===== src/rtl/tp_host_loader.sv =====
// tp_host_loader: host-side command FIFO, SPI frame shifter and run launcher
// for the tiny processor's uio mode-select / serial pins.
//
// Ports:
//   clk, rst_n          clock, async active-low reset
//   cmd_valid_in/ready  command push handshake (ready = FIFO not full)
//   cmd_type/addr/data  00 iwrite, 01 dwrite, 10 run, 11 reserved (dropped)
//   ctrl_out            mode select: 01 icache wr, 10 dcache wr, 11 run
//   miso_out, sclk_in   serial frame {addr,data} MSB first, processor clock
//   proc_done_in        processor idle flag
//   busy_out            FSM active or FIFO non-empty
//   run_done_out        one-cycle pulse at run completion
//   run_cycles_out      cycles spent in RUN, saturating
//   timeout_out         sticky run-timeout flag
// Optional feature: define TP_LOADER_TIMEOUT_EN to abort runs after
// TIMEOUT_CYC cycles; otherwise RUN waits indefinitely.

module tp_host_loader #(
  parameter int FIFO_DEPTH  = 4,
  parameter int FRAME_BITS  = 12,
  parameter int GAP_CYCLES  = 2,
  parameter int TIMEOUT_CYC = 4096
) (
  input  logic        clk,
  input  logic        rst_n,
  input  logic        cmd_valid_in,
  output logic        cmd_ready_out,
  input  logic [1:0]  cmd_type_in,
  input  logic [3:0]  cmd_addr_in,
  input  logic [7:0]  cmd_data_in,
  output logic [1:0]  ctrl_out,
  output logic        miso_out,
  input  logic        sclk_in,
  input  logic        proc_done_in,
  output logic        busy_out,
  output logic        run_done_out,
  output logic [15:0] run_cycles_out,
  output logic        timeout_out
);

  localparam int AW = $clog2(FIFO_DEPTH);
  localparam int LW = AW + 1;
  localparam int BW = $clog2(FRAME_BITS + 1);
  localparam int GW = (GAP_CYCLES > 1) ? $clog2(GAP_CYCLES) : 1;

  typedef enum logic [2:0] {
    S_IDLE,
    S_SEL,
    S_SHIFT,
    S_GAP,
    S_RUN
  } state_t;

  typedef struct packed {
    logic [1:0] typ;
    logic [3:0] addr;
    logic [7:0] data;
  } cmd_t;

  state_t r_state;
  state_t w_state_nxt;

  cmd_t r_mem [FIFO_DEPTH];
  cmd_t w_head;
  cmd_t w_cmd_in;

  logic [AW-1:0] r_wptr;
  logic [AW-1:0] r_rptr;
  logic [LW-1:0] r_level;

  logic w_push;
  logic w_pop;
  logic w_empty;
  logic w_rise;
  logic w_fall;
  logic w_run_end;
  logic w_run_to;

  logic                  r_sclk_q;
  logic                  r_dwr;
  logic                  r_seen_busy;
  logic                  r_run_done;
  logic [FRAME_BITS-1:0] r_shift;
  logic [BW-1:0]         r_bit_cnt;
  logic [GW-1:0]         r_gap_cnt;
  logic [15:0]           r_cyc;
  logic [15:0]           r_run_cycles;

  assign w_cmd_in = '{typ: cmd_type_in,
                      addr: cmd_addr_in,
                      data: cmd_data_in};
  assign w_head   = r_mem[r_rptr];
  assign w_empty  = (r_level == '0);

  // Ready depends only on the registered level, so a
  // same-cycle pop never frees a slot for a push.
  assign cmd_ready_out = (r_level < LW'(FIFO_DEPTH));
  assign w_push        = cmd_valid_in & cmd_ready_out;

  assign w_rise = sclk_in & ~r_sclk_q;
  assign w_fall = ~sclk_in & r_sclk_q;

  assign busy_out       = (r_state != S_IDLE) | ~w_empty;
  assign run_done_out   = r_run_done;
  assign run_cycles_out = r_run_cycles;

  always_ff @(posedge clk) begin
    if (w_push) r_mem[r_wptr] <= w_cmd_in;
  end

  always_ff @(posedge clk or negedge rst_n) begin
    if (!rst_n) begin
      r_wptr  <= '0;
      r_rptr  <= '0;
      r_level <= '0;
    end else begin
      if (w_push) r_wptr <= r_wptr + AW'(1);
      if (w_pop)  r_rptr <= r_rptr + AW'(1);
      if (w_push && !w_pop)
        r_level <= r_level + LW'(1);
      else if (!w_push && w_pop)
        r_level <= r_level - LW'(1);
    end
  end

  always_comb begin
    w_state_nxt = r_state;
    w_pop       = 1'b0;
    w_run_end   = 1'b0;
    w_run_to    = 1'b0;
    unique case (r_state)
      S_IDLE: begin
        if (!w_empty) begin
          w_pop = 1'b1;
          unique case (1'b1)
            (w_head.typ == 2'b00),
            (w_head.typ == 2'b01): w_state_nxt = S_SEL;
            (w_head.typ == 2'b10): w_state_nxt = S_RUN;
            default:               w_state_nxt = S_IDLE;
          endcase
        end
      end
      S_SEL: w_state_nxt = S_SHIFT;
      S_SHIFT: begin
        if (w_rise && r_bit_cnt == BW'(FRAME_BITS - 1))
          w_state_nxt = S_GAP;
      end
      S_GAP: begin
        if (r_gap_cnt == GW'(GAP_CYCLES - 1))
          w_state_nxt = S_IDLE;
      end
      S_RUN: begin
        if (r_seen_busy && proc_done_in) begin
          w_run_end   = 1'b1;
          w_state_nxt = S_IDLE;
        end
`ifdef TP_LOADER_TIMEOUT_EN
        else if (r_cyc == 16'(TIMEOUT_CYC - 1)) begin
          w_run_to    = 1'b1;
          w_state_nxt = S_IDLE;
        end
`endif
      end
      default: w_state_nxt = S_IDLE;
    endcase
  end

  always_comb begin
    ctrl_out = 2'b00;
    miso_out = 1'b0;
    unique case (1'b1)
      (r_state == S_SEL),
      (r_state == S_SHIFT): begin
        ctrl_out = r_dwr ? 2'b10 : 2'b01;
        miso_out = r_shift[FRAME_BITS-1];
      end
      (r_state == S_RUN): ctrl_out = 2'b11;
      default: ;
    endcase
  end

  always_ff @(posedge clk or negedge rst_n) begin
    if (!rst_n) begin
      r_state      <= S_IDLE;
      r_sclk_q     <= 1'b0;
      r_dwr        <= 1'b0;
      r_seen_busy  <= 1'b0;
      r_run_done   <= 1'b0;
      r_shift      <= '0;
      r_bit_cnt    <= '0;
      r_gap_cnt    <= '0;
      r_cyc        <= '0;
      r_run_cycles <= '0;
    end else begin
      r_state    <= w_state_nxt;
      r_sclk_q   <= sclk_in;
      r_run_done <= 1'b0;
      if (w_pop) begin
        r_dwr       <= (w_head.typ == 2'b01);
        r_shift     <= FRAME_BITS'({w_head.addr, w_head.data});
        r_bit_cnt   <= '0;
        r_cyc       <= '0;
        r_seen_busy <= 1'b0;
      end
      if (r_state == S_SHIFT) begin
        if (w_rise) r_bit_cnt <= r_bit_cnt + BW'(1);
        if (w_fall) r_shift <= r_shift << 1;
      end
      if (r_state == S_GAP)
        r_gap_cnt <= r_gap_cnt + GW'(1);
      else
        r_gap_cnt <= '0;
      if (r_state == S_RUN) begin
        if (r_cyc != 16'hFFFF) r_cyc <= r_cyc + 16'd1;
        if (!proc_done_in) r_seen_busy <= 1'b1;
        if (w_run_end) begin
          r_run_done   <= 1'b1;
          r_run_cycles <= r_cyc;
        end
        if (w_run_to) begin
          r_run_done   <= 1'b1;
          r_run_cycles <= 16'(TIMEOUT_CYC);
        end
      end
    end
  end

`ifdef TP_LOADER_TIMEOUT_EN
  logic r_timeout;

  always_ff @(posedge clk or negedge rst_n) begin
    if (!rst_n) begin
      r_timeout <= 1'b0;
    end else if (w_pop && w_head.typ == 2'b10) begin
      r_timeout <= 1'b0;
    end else if (w_run_to) begin
      r_timeout <= 1'b1;
    end
  end

  assign timeout_out = r_timeout;
`else
  logic w_unused_to;
  assign w_unused_to = ^{w_run_to, 16'(TIMEOUT_CYC)};
  assign timeout_out = 1'b0;
`endif

endmodule


===== config.mk =====
export PLATFORM = sky130hd
export DESIGN_NAME = tp_host_loader
export DESIGN_NICKNAME = d
export VERILOG_FILES = /design/src/rtl/tp_host_loader.sv
export SDC_FILE = /design/constraint.sdc
export NUM_CORES = 1
export LEC_CHECK = 0
export BUFFER_PORTS_ARGS = -buffer_cell sky130_fd_sc_hd__buf_2
export CAP_MARGIN = 10
export CORE_MARGIN = 5
export CORE_UTILIZATION = 55
export CTS_BUF_LIST = sky130_fd_sc_hd__clkbuf_8
export CTS_CLUSTER_DIAMETER = 200
export CTS_CLUSTER_SIZE = 12
export DETAILED_ROUTE_END_ITERATION = 8
export PLACE_DENSITY = 0.74
export RECOVER_POWER = 50
export SLEW_MARGIN = 20
export SYNTH_ARGS = -nofsm -noshare
export SYNTH_HDL_FRONTEND = slang
export SYNTH_SLANG_ARGS = --single-unit
export TNS_END_PERCENT = 5

===== constraint.sdc =====
create_clock -name clk -period 2.16 [get_ports clk]
set_input_delay 0.324 -clock clk [delete_from_list [all_inputs] [get_ports clk]]
set_output_delay 0.324 -clock clk [all_outputs]
set_load 0.01 [all_outputs]

# == Word-level counts from Yosys, hierarchy flattened ==
# Memory sizes are Yosys's and may differ from the RTL's.
# Cells that the tools add are included.
# totals
register_bits,63
ramBits,56
input_bits,19
output_inout_bits,23
memories,1
# memory_table
memory,depth,width,rd,rd_ports_with_merged_regs,wr,line,source
r_mem,4,14,1,0,1,63,cmd_t r_mem [FIFO_DEPTH];
# op_classes
add_sub_neg,7
n_lt_le_gt_ge,1
n_eq_ne,12
n_mux,32
n_bitwise,7
reduce_logical,15
# ops
operator,n
16-bit 2-to-1 mux,3
12-bit 2-to-1 mux,3
3-bit 2-to-1 mux,6
"16-bit by 1-bit adder with 16-bit output, second input constant",1
"16-bit != test, second input constant",1
3-bit one-hot mux with 5 select lines,1
1-bit 2-to-1 mux,13
4-bit 2-to-1 mux,3
"2-bit != test, second input constant",4
"3-bit by 2-bit == test with 1-bit output, second input constant",2
3-bit zero test,2
3-bit one-hot mux with 2 select lines,1
"2-bit by 1-bit adder with 2-bit output, second input constant",2
"4-bit by 1-bit adder with 4-bit output, second input constant",1
"4-bit == test, second input constant",1
1-bit logical AND,4
2-bit one-hot mux with 2 select lines,1
4-bit AND reduction,1
2-bit OR reduction,2
"3-bit by 1-bit adder with 3-bit output, second input constant",1
1-bit bitwise AND,3
"3-bit by 1-bit == test with 1-bit output, second input constant",1
"3-bit == test, second input constant",1
"3-bit < comparator, second input constant",1
12 further kinds,15

# == Logic depth before layout (Yosys ltp) ==
# Gate-level depths: netlist (run 1).
# logic_depth
depth_word,6
mapped_depth,12

# == Worst setup path after synthesis (run 1) ==
# Ideal clock, no wire load.
# synth_timing
path_kind,reg-to-reg
from,register r_state[0]
to,register r_level[1]
setup_ns,0.125
arrival_ns,2.189
required_ns,2.035
setup_slack_ns,-0.154
path_stages_with_launch,11
path_buffers,3
path_cell_list,dfrtp_1 > buf_6 > nor3_1 > and2_1 > clkbuf_1 > inv_2 > buf_2 > ha_1 > inv_1 > fa_1 > mux2_2
# synth_between
elab_chain_len,5
elab_cells_between_ends,7
cone_classes,mux: 2; reduce/logical: 5
# synth_lines
element,line,source
from (decl),60,state_t r_state;
from (signal assigned),195,r_state <= w_state_nxt;
3-bit zero test (*),131,unique case (r_state)
1-bit 2-to-1 mux (*),131,
1-bit zero test,119,if (w_push && !w_pop)
1-bit logical AND,119,
3-bit 2-to-1 mux or 2-bit nonzero test (tied branches),--,
to (signal assigned),120,r_level <= r_level + LW'(1);
to (signal assigned),122,r_level <= r_level - LW'(1);
to (decl),69,logic [LW-1:0] r_level;
# Every way passes the cells marked *; elsewhere a longest branch is shown, timed or not.
# A chain may end at the register's enable or synchronous reset.

# == Worst setup path in the final report (run 1) ==
# Ends and elaborated chain as after synthesis.

==> results.rst, run 1 <==
.. list-table::
   :header-rows: 1

   * - Metric
     - Value
   * - Die Outline Area
     - 11400 um2
   * - Predominant post-synthesis flop cell
     - dfrtp_1
   * - Share of the synthesized area in the top cell type
     - 32.7%
   * - Post-DR wirelength/cell
     - 16.2 um
   * - Count of mapped cells out of synthesis
     - 362
   * - Number of endpoints failing setup at the final stage
     - 0
   * - Proportion of register bits with asynchronous set or reset after synthesis
     - 52.9%
   * - Worst setup path class
     - reg -> reg
   * - Slew at the pin closest to its max-slew limit
     - 1.40 ns
   * - Slew headroom
     - 6.46%
   * - Final hold vios
     - 0
   * - DR vias/cell
     - 5.66
   * - Delay contributed by the slowest stage of the critical path
     - 0.43 ns
   * - Gr ovfl total
     - 0
   * - CP Data Arrival Time
     - 2.28 ns
   * - Required time of the critical path
     - 2.46 ns
   * - # Max-Cap Violations
     - 0
   * - Static Leakage
     - 2.39 nW
   * - Net total in the final layout
     - 449
   * - DR iter-0 viols
     - 157
   * - Post-synthesis sequential area ratio
     - 63.5%
   * - Ranking of synthesized cells by area
     - edfxtp_1, dfrtp_1, mux4_2
   * - # Post-CTS Setup Buffers
     - 0
   * - Cell area power density
     - 1110 nW/um2
   * - Core area
     - 9150 um2
   * - Instance count after placement with tap cells included
     - 513
   * - H-tree levels
     - 4
   * - Number of antenna violations at the first check in global routing
     - 0
   * - CTS tree
     - done
   * - Count leader, synth
     - dfrtp_1
   * - Yosys synthesis warning count
     - 0
   * - Netlist Area Pre-Place
     - 5130 um2
   * - Number of distinct standard cells referenced by the synthesized netlist
     - 53
   * - Post-Route Setup TNS
     - 0 ns
   * - Largest net degree at the start of global routing
     - 64
   * - Ratio of final minimum period to clock period
     - 92.0%
   * - Setup repair after global routing missed its margin
     - false
   * - Outcome
     - finished clean
   * - CTS clock-pin slew for the worst setup and hold paths
     - 0.08 ns
   * - Root Driver
     - clkbuf_8
   * - Hold WC Path Type
     - in -> reg
   * - GRT Overall Usage
     - 17.3%
   * - Count of clock tree sinks
     - 119
   * - Number of rows in the core area
     - 35
   * - First-pass iteration count of the detailed router
     - 4
   * - Detail Route Antenna Nets
     - 0
   * - DRC violations left
     - 0
   * - Library cell with the largest summed area after synthesis
     - edfxtp_1
   * - Placer's final routability congestion estimate
     - 0.836
   * - Fill cells
     - 656
   * - Area overhead of the layout relative to synthesis
     - 15.6%
   * - Fraction of final layout cells with drive strength greater than 1
     - 25.1%
   * - Initial Util
     - 56.1%
   * - Time the final worst path needs with I/O delays and setup
     - 1.99 ns
   * - Die outline width
     - 107 um
   * - Die Span Y
     - 107 um
   * - Final HPWL from detailed placement
     - 5900 um
   * - Input/output buffers
     - 40
   * - Count of buffering cells on the critical path with inverters included
     - 2
   * - Crit path max-delay family
     - adder cells
   * - Via count of the first global-routing pass
     - 3196
   * - Clock buffer depth
     - 2
   * - Ordered list of cells on the worst path
     - nor3_2, and2_1, inv_2, ha_4, inv_1, fa_2, mux2_2
   * - TritonCTS buffer count
     - 17
   * - Post-synth net total
     - 389
   * - Avg Synthesized Cell Area
     - 14.2 um2
   * - Synth top cells by count
     - dfrtp_1, edfxtp_1, nand2_1, nor2_1, a21oi_1
   * - Boundary pin count
     - 42
   * - Peak VDD IR
     - 0.601 mV
   * - Number of synthesized register bits
     - 119
   * - Largest fanout on the critical path
     - 4
   * - Pins Over Slew Limit
     - 0
   * - Largest clock skew in the final design
     - 0.0119 ns
   * - Post-layout total power
     - 6.62 mW
   * - Post-synth EDFFs
     - 56
   * - Crit path capture type
     - register
   * - Final cell count without fillers
     - 546
   * - Antenna diode instance count
     - 0
   * - Kind of start point of the critical path
     - register
   * - Final Routed Wirelength
     - 8870 um
   * - Clk_lat worst skew
     - 0.42 ns
   * - Wire length of the first global-routing pass
     - 15400 um
   * - Highest attainable clock frequency
     - 0.503 GHz
   * - Standard cell with the maximum stage delay on the critical path
     - dfrtp_1
   * - Total via count after detailed routing
     - 3092
layer usage:
layer | wire length [um] | part of all wire, % | global-route usage, % | vias up
met5 | 0 | 0 | 0 | -
met4 | 57 | 0.64 | 6.03 | 0
met3 | 360 | 4.1 | 3.97 | 5
met2 | 4520 | 51 | 29.1 | 67
met1 | 3930 | 44 | 22.3 | 1535
li1 | - | - | - | 1485
stage by stage:
stage	setup slack, ns	instance area [um2]	util, %	hold slack, ns
2_1_floorplan	0.0209	5160	-	0.0284
3_3_place_gp	0.211	5550	60.6	0.364
3_5_place_dp	0.176	5550	60.6	0.366
4_1_cts	0.165	5980	65.4	0.0138
5_1_grt	0.0555	5940	64.9	0.0353
6_report	0.174	5940	64.9	0.0472
power by group:
group / internal [mW] / switching (mW) / leakage (nW)
sequential: 2.77 / 0.220 / 1.33
clock: 1.17 / 0.940 / 0.215
combinational: 0.744 / 0.773 / 0.844
final timing paths:
check,startpoint,end,slack (ns),cells past startpoint
max in group asynchronous,rst_n,r_shift[7],0.43,3
setup reg to reg,r_state[0],r_level[1],0.17,7
min in group asynchronous,rst_n,run_cycles_out[13],0.86,3
setup / recovery,r_state[0],r_level[1],0.17,7
hold / removal,sclk_in,r_sclk_q,0.05,1
hold reg to reg,r_gap_cnt,r_gap_cnt,0.48,1
logic make-up (layout without fill, tap and decap cells):
logic type | Yosys count | count (layout) | synth area share (%)
flops | 119 | 119 | 63.5
simple gates | 103 | 103 | 11.4
compound gates | 50 | 50 | 6.09
mux | 47 | 47 | 13.0
buf+inv | 27 | 100 | 2.70
fa+ha+maj | 8 | 8 | 2.10
xor+xnor | 7 | 7 | 1.19
other cells | 1 | 1 | 0.0730
sequential cells by signal, indices dropped and copies added (netlist names), 2 cells and up:
signal and cells:
r_mem 56, r_cyc 16, run_cycles_out 16, r_shift 12, r_bit_cnt 4, r_level 3
r_state 3, r_rptr 2, r_wptr 2
layout make-up:
cell class	instances	area, um2	share of cell area, %
flip-flops and latches	119	3260	54.9
multi-input cells	216	1760	29.6
repair buffers	59	325	5.48
clock buffers	17	234	3.94
clock inverters	15	189	3.18
well taps	111	139	2.34
inverters	9	33.8	0.569
timing repair:
item / 4_1_cts / 5_1_grt
gates resized for setup: 0 / 1
hold buffers: 1 / 0
setup endpoints to repair: 0 / 1
endpoints found under the hold margin: 63 / 0
layout by cell type, fill, tap and decap left out, types with 2 or more instances in the layout:
master	synthesis	routed
and2_1	5	5
and4_1	2	2
nor2_1	21	21
nand4_1	5	5
o31ai_1	6	6
xnor2_1	6	6
and3_1	2	2
nor3_1	6	5
o41ai_1	2	2
nor2b_1	3	3
clkinv_4	0	4
edfxtp_1	56	56
bufinv_16	0	3
o21ai_0	7	7
o311ai_0	3	2
nand3_1	12	12
mux2_2	18	18
nand2_1	23	23
buf_2	6	20
or3_1	2	2
or4_1	6	6
dfrtp_1	63	63
clkbuf_8	0	17
nor3b_1	2	2
inv_6	0	5
clkbuf_1	6	22
a31oi_1	3	3
nand2b_1	3	3
o21bai_1	2	2
mux2i_1	15	15
buf_4	4	15
o211ai_1	2	2
ha_1	7	6
inv_1	8	8
nor4_4	2	2
a21oi_1	19	19
mux4_2	14	14
(Power assumes the default switching activity.)
==> run 2: changes to the inputs <==
--- a/config.mk
+++ b/config.mk
@@ -7,6 +7,7 @@
 export LEC_CHECK = 0
 export BUFFER_PORTS_ARGS = -buffer_cell sky130_fd_sc_hd__buf_2
 export CAP_MARGIN = 10
+export CORE_ASPECT_RATIO = 0.75
 export CORE_MARGIN = 5
 export CORE_UTILIZATION = 55
 export CTS_BUF_LIST = sky130_fd_sc_hd__clkbuf_8
==> results.rst, run 2 (synthesized netlist as in run 1, its figures left out) <==
.. list-table::
   :header-rows: 1

   * - Metric
     - Value
   * - Cell area power density
     - 1070 nW/um2
   * - Boundary pin count
     - 42
   * - Time the final worst path needs with I/O delays and setup
     - 2.05 ns
   * - Total via count after detailed routing
     - 3149
   * - Depth of the most critical reg-to-reg path
     - 9
   * - Input/output buffers
     - 40
   * - CP Data Arrival Time
     - 2.39 ns
   * - Pins Over Slew Limit
     - 0
   * - Number of rows in the core area
     - 30
   * - Slew headroom
     - 32.7%
   * - Count of clock tree sinks
     - 119
   * - Hold_buf cts
     - 1
   * - Number of antenna violations at the first check in global routing
     - 0
   * - # Max-Cap Violations
     - 0
   * - Largest fanout on the critical path
     - 4
   * - Instance count after placement with tap cells included
     - 529
   * - Post-layout total power
     - 6.35 mW
   * - Outcome
     - finished clean
   * - Min Hold Slack
     - 0.0438 ns
   * - Most frequent cells in the layout
     - dfrtp_1, edfxtp_1, nand2_1, clkbuf_1, nor2_1
   * - Static Leakage
     - 2.35 nW
   * - Initial Util
     - 56.5%
   * - Via count of the first global-routing pass
     - 3097
   * - Setup repair after global routing missed its margin
     - false
   * - Root Driver
     - clkbuf_8
   * - Net total in the final layout
     - 448
   * - Capturing element of the worst setup path
     - r_level[2]
   * - Kind of start point of the critical path
     - register
   * - Fraction of final layout cells with drive strength greater than 1
     - 24.4%
   * - Final HPWL from detailed placement
     - 6510 um
   * - Area post-placement
     - 5560 um2
   * - Worst setup path startpoint
     - r_level[1]
   * - Area overhead of the layout relative to synthesis
     - 15.0%
   * - Flip-flop count of the largest register after layout
     - 56
   * - Finished Core Util
     - 65.0%
   * - DRC violations left
     - 0
   * - GRT Overall Usage
     - 18.6%
   * - TritonCTS buffer count
     - 17
   * - Largest clock skew in the final design
     - 0.0114 ns
   * - Ratio of final minimum period to clock period
     - 95.0%
   * - Post-route setup slack
     - 0.109 ns
   * - Post-Route Setup TNS
     - 0 ns
   * - Largest net degree at the start of global routing
     - 48
   * - Hold WC Path Type
     - in -> reg
   * - First-pass iteration count of the detailed router
     - 5
   * - Detail Route Antenna Nets
     - 0
   * - Final Routed Wirelength
     - 9820 um
   * - Crit path capture type
     - register
   * - Die Span Y
     - 93.7 um
   * - Die outline width
     - 122 um
   * - Die Outline Area
     - 11400 um2
   * - Post-DR wirelength/cell
     - 17.5 um
   * - Peak VDD IR
     - 0.632 mV
   * - Highest attainable clock frequency
     - 0.487 GHz
   * - Worst setup path class
     - reg -> reg
   * - Gr ovfl total
     - 0
   * - CTS tree
     - done
   * - Worst r2r dst
     - r_level[2]
   * - Slew at the pin closest to its max-slew limit
     - 1.01 ns
   * - Placer's final routability congestion estimate
     - 0.781
   * - # Post-CTS Setup Buffers
     - 0
   * - Clk_lat worst skew
     - 0.43 ns
   * - DR vias/cell
     - 5.60
   * - Core area
     - 9080 um2
   * - Register containing the most flip-flops in the final layout
     - r_mem
   * - Reg2Reg Setup Slack
     - 0.11 ns
   * - Final hold vios
     - 0
   * - Reg2reg start
     - r_level[1]
   * - DR iter-0 viols
     - 197
   * - Required time of the critical path
     - 2.50 ns
   * - Wire length of the first global-routing pass
     - 15900 um
   * - Number of cells upsized or downsized after cts
     - 0
   * - Final cell count without fillers
     - 562
   * - Summed area of non-filler cells in the final layout
     - 5910 um2
   * - Most common cell after layout, fill and taps aside
     - dfrtp_1
   * - Placement Setup Slack
     - 0.129 ns
   * - CTS clock-pin slew for the worst setup and hold paths
     - 0.07 ns
   * - Number of endpoints failing setup at the final stage
     - 0
   * - Clock buffer depth
     - 2
   * - Antenna diode instance count
     - 0
   * - H-tree levels
     - 4
[run 2: cell count changes in the layout (fill, tap and decap cells not counted), sizes merged]
cell and change:
bufinv -2, clkinv +1, buf -2, clkinvlp +3, clkbuf +1, inv -2
[run 2: how the worst min path moves through the flow]
stage	start	endpoint	slack, ns	cells past startpoint
finish	sclk_in	r_sclk_q	0.04	1
global route	sclk_in	r_sclk_q	0.02	1
CTS	sclk_in	r_sclk_q	0.005	1
detailed placement	rst_n	r_level[2]	0.28	1
global placement	rst_n	r_wptr[0]	0.28	1
floorplan	rst_n	r_bit_cnt[0]	0.03	0
[run 2: where the power goes]
| group | switching (mW) | internal, mW |
|---|---|---|
| Combinational | 0.774 | 0.741 |
| Clock | 0.908 | 0.910 |
| Sequential | 0.244 | 2.77 |
[run 2: area by class of cell]
type                            instances  area [um2]
Sequential cell                       119        3260
Fill cell                             681        3180
Clock buffer                           17         234
Multi-Input combinational cell        216        1760
Timing Repair Buffer                   58         332
Inverter                                9        33.8
Clock inverter                         15         131
Tap cell                              128         160
[run 2: routing by layer]
layer	global-route usage [%]	share of wire, %	vias to the layer above
met5	0	0	-
met4	6.16	0.41	0
met3	5.66	4.4	4
met2	28.0	47	68
met1	26.2	48	1575
li1	-	-	1502
[run 2: critical path, stage by stage (launching register included)]
cell,delay [ns]
dfrtp_1,0.43
or3_1,0.37
and2_1,0.16
inv_2,0.08
ha_4,0.13
inv_1,0.05
fa_2,0.32
xor2_1,0.15
nor2_1,0.14
xnor2_1,0.14
==> run 3: changes to the inputs <==
--- a/config.mk
+++ b/config.mk
@@ -9,12 +9,12 @@
 export CAP_MARGIN = 10
 export CORE_ASPECT_RATIO = 0.75
 export CORE_MARGIN = 5
-export CORE_UTILIZATION = 55
+export CORE_UTILIZATION = 56
 export CTS_BUF_LIST = sky130_fd_sc_hd__clkbuf_8
 export CTS_CLUSTER_DIAMETER = 200
 export CTS_CLUSTER_SIZE = 12
 export DETAILED_ROUTE_END_ITERATION = 8
-export PLACE_DENSITY = 0.74
+export PLACE_DENSITY = 0.75
 export RECOVER_POWER = 50
 export SLEW_MARGIN = 20
 export SYNTH_ARGS = -nofsm -noshare
==> results.rst, run 3 (synthesized netlist as in run 1, its figures left out) <==
.. list-table::
   :header-rows: 1

   * - Metric
     - Value
   * - Hold Path Sink
     - r_seen_busy
   * - Total via count after detailed routing
     - 3156
   * - Clock buffer depth
     - 2
   * - Placer's final routability congestion estimate
     - 0.823
   * - Net total in the final layout
     - 448
   * - Most Used Layer, Global Route
     - met2
   * - Depth of the most critical reg-to-reg path
     - 5
   * - Core area
     - 9010 um2
   * - Gr ovfl total
     - 0
   * - Hold WC Path Type
     - in -> reg
   * - Antenna diode instance count
     - 0
   * - Static Leakage
     - 2.38 nW
   * - Final Routed Wirelength
     - 9650 um
   * - CTS clock-pin slew for the worst setup and hold paths
     - 0.07 ns
   * - Clk_lat worst skew
     - 0.43 ns
   * - Boundary pin count
     - 42
   * - Multi-input logic area
     - 1760 um2
   * - DR iter-0 viols
     - 214
   * - TritonCTS buffer count
     - 17
   * - Area taken by flip-flops and latches
     - 3260 um2
   * - Combinational cell fraction of total power
     - 23.8%
   * - Pins Over Slew Limit
     - 0
   * - Met2 routing resource usage after global routing
     - 29.8%
   * - Reg2Reg Setup Slack
     - 0.14 ns
   * - Peak VDD IR
     - 0.670 mV
   * - Number of endpoints failing setup at the final stage
     - 0
   * - Die outline width
     - 121 um
   * - Worst hold path stage count
     - 2
   * - Most frequent cells in the layout
     - dfrtp_1, edfxtp_1, nand2_1, clkbuf_1, nor2_1
   * - Reg2reg start
     - r_cyc[1]
   * - Area overhead of the layout relative to synthesis
     - 14.8%
   * - Pint
     - 4.53 mW
   * - Post-DR wirelength/cell
     - 17.7 um
   * - # Post-CTS Setup Buffers
     - 0
   * - Worst setup path class
     - reg -> reg
   * - Post-route setup slack
     - 0.138 ns
   * - Ratio of final minimum period to clock period
     - 93.6%
   * - Part of the total power dissipated in sequential elements
     - 47.8%
   * - Time the final worst path needs with I/O delays and setup
     - 2.02 ns
   * - Input/output buffers
     - 40
   * - Min Hold Slack
     - 0.148 ns
   * - Number of antenna violations at the first check in global routing
     - 0
   * - Root Driver
     - clkbuf_8
   * - Flip-flop count of the largest register after layout
     - 56
   * - Fraction of final layout cells with drive strength greater than 1
     - 23.0%
   * - Post-layout total power
     - 6.37 mW
   * - Detail Route Antenna Nets
     - 0
   * - Worst hold start
     - proc_done_in
   * - DRC violations left
     - 0
   * - Most common cell after layout, fill and taps aside
     - dfrtp_1
   * - Power share of the clock group
     - 28.4%
   * - Register containing the most flip-flops in the final layout
     - r_mem
   * - H-tree levels
     - 4
   * - Met3 usage in global routing
     - 7.39%
   * - Largest fanout on the critical path
     - 6
   * - Count of clock tree sinks
     - 119
   * - GRT Overall Usage
     - 19.2%
   * - Final hold vios
     - 0
   * - Largest clock skew in the final design
     - 0.00921 ns
   * - Post-Route Setup TNS
     - 0 ns
   * - Initial Util
     - 57.0%
   * - Outcome
     - finished clean
   * - Worst r2r dst
     - r_cyc[2]
   * - Die Outline Area
     - 11200 um2
   * - Final HPWL from detailed placement
     - 6520 um
   * - Wire length of the first global-routing pass
     - 16200 um
   * - Slew headroom
     - 11.7%
   * - Fill cells
     - 665
   * - DR vias/cell
     - 5.78
   * - First-pass iteration count of the detailed router
     - 4
   * - Largest net degree at the start of global routing
     - 42
   * - Finished Core Util
     - 65.4%
   * - Kind of start point of the critical path
     - register
   * - Die Span Y
     - 92.9 um
   * - Via count of the first global-routing pass
     - 3213
   * - Number of rows in the core area
     - 30
   * - # Max-Cap Violations
     - 0
   * - Setup repair after global routing missed its margin
     - false
   * - Cell area power density
     - 1080 nW/um2
   * - Net load switching power
     - 1.84 mW
   * - Proportion of total power due to net switching
     - 29.0%
   * - Required time of the critical path
     - 2.51 ns
   * - CP Data Arrival Time
     - 2.37 ns
   * - Highest attainable clock frequency
     - 0.494 GHz
   * - Met1 capacity usage during global routing
     - 25.5%
   * - Slew at the pin closest to its max-slew limit
     - 1.32 ns
   * - Placement Setup Slack
     - 0.177 ns
   * - Crit path capture type
     - register
   * - CTS tree
     - done
==> run 3: changes by cell type in the layout (fill, tap and decap cells not counted), sizes merged <==
cell         before  now
buf              34   33
bufinv            1    2
clkinv            7    8
clkinvlp          3    0
dlygate4sd3       1    2
inv              13   14
==> run 3: critical path, stage by stage, from the launching register on <==
cell     delay (ns)
dfrtp_1        0.42
ha_1           0.22
nand3_1        0.29
or4_1          0.68
nand3_1        0.14
mux2i_1        0.19
==> run 3: power by group through the flow <==
stage | Clock [mW] | Sequential (mW) | Combinational, mW
floorplan | 0 | 2.97 | 1.18
global placement | 0 | 3.05 | 1.50
detailed placement | 0 | 3.09 | 1.55
CTS | 1.85 | 3.05 | 1.56
global route | 1.97 | 3.09 | 1.72
finish | 1.81 | 3.04 | 1.52
==> run 3: final cells by class <==
class                      instances  share of cell area, %
sequential                       119                   55.3
clock buffer                      17                   3.97
inverter                           9                  0.573
clock inverter                    15                   2.10
multi-input combinational        216                   29.8
timing repair buffer              58                   5.88
tap                              112                   2.38
==> run 3: per-layer routing <==
metal | up-vias | wire length [um]
met2 | 77 | 4550
met3 | 12 | 480
met4 | 0 | 93
met5 | - | 0
met1 | 1583 | 4530
li1 | 1484 | -
==> run 3: worst max path at each step <==
| stage | start | depth (start not counted) | endpoint | slack, ns |
|---|---|---|---|---|
| 3_5_place_dp | r_level[2] | 9 | r_level[2] | 0.18 |
| 6_report | r_cyc[1] | 5 | r_cyc[2] | 0.14 |
| 2_1_floorplan | r_level[2] | 11 | r_level[2] | 0.02 |
| 3_3_place_gp | r_level[2] | 9 | r_level[2] | 0.22 |
| 5_1_grt | r_cyc[1] | 5 | r_cyc[2] | 0.03 |
| 4_1_cts | r_cyc[1] | 5 | r_cyc[2] | 0.14 |
==> run 3: repair_timing <==
| item | 4_1_cts | 5_1_grt |
|---|---|---|
| endpoints found under the setup margin | 0 | 3 |
| hold buffers | 1 | 1 |
| endpoints found under the hold margin | 22 | 1 |
| resized for setup | 0 | 0 |
==> run 3: per-stage QoR <==
step / instance area [um2] / std cells
global placement: 5550 / 512
finish: 5890 / 546
global route: 5890 / 546
detailed placement: 5550 / 512
CTS: 5920 / 545
floorplan: 5160 / 362
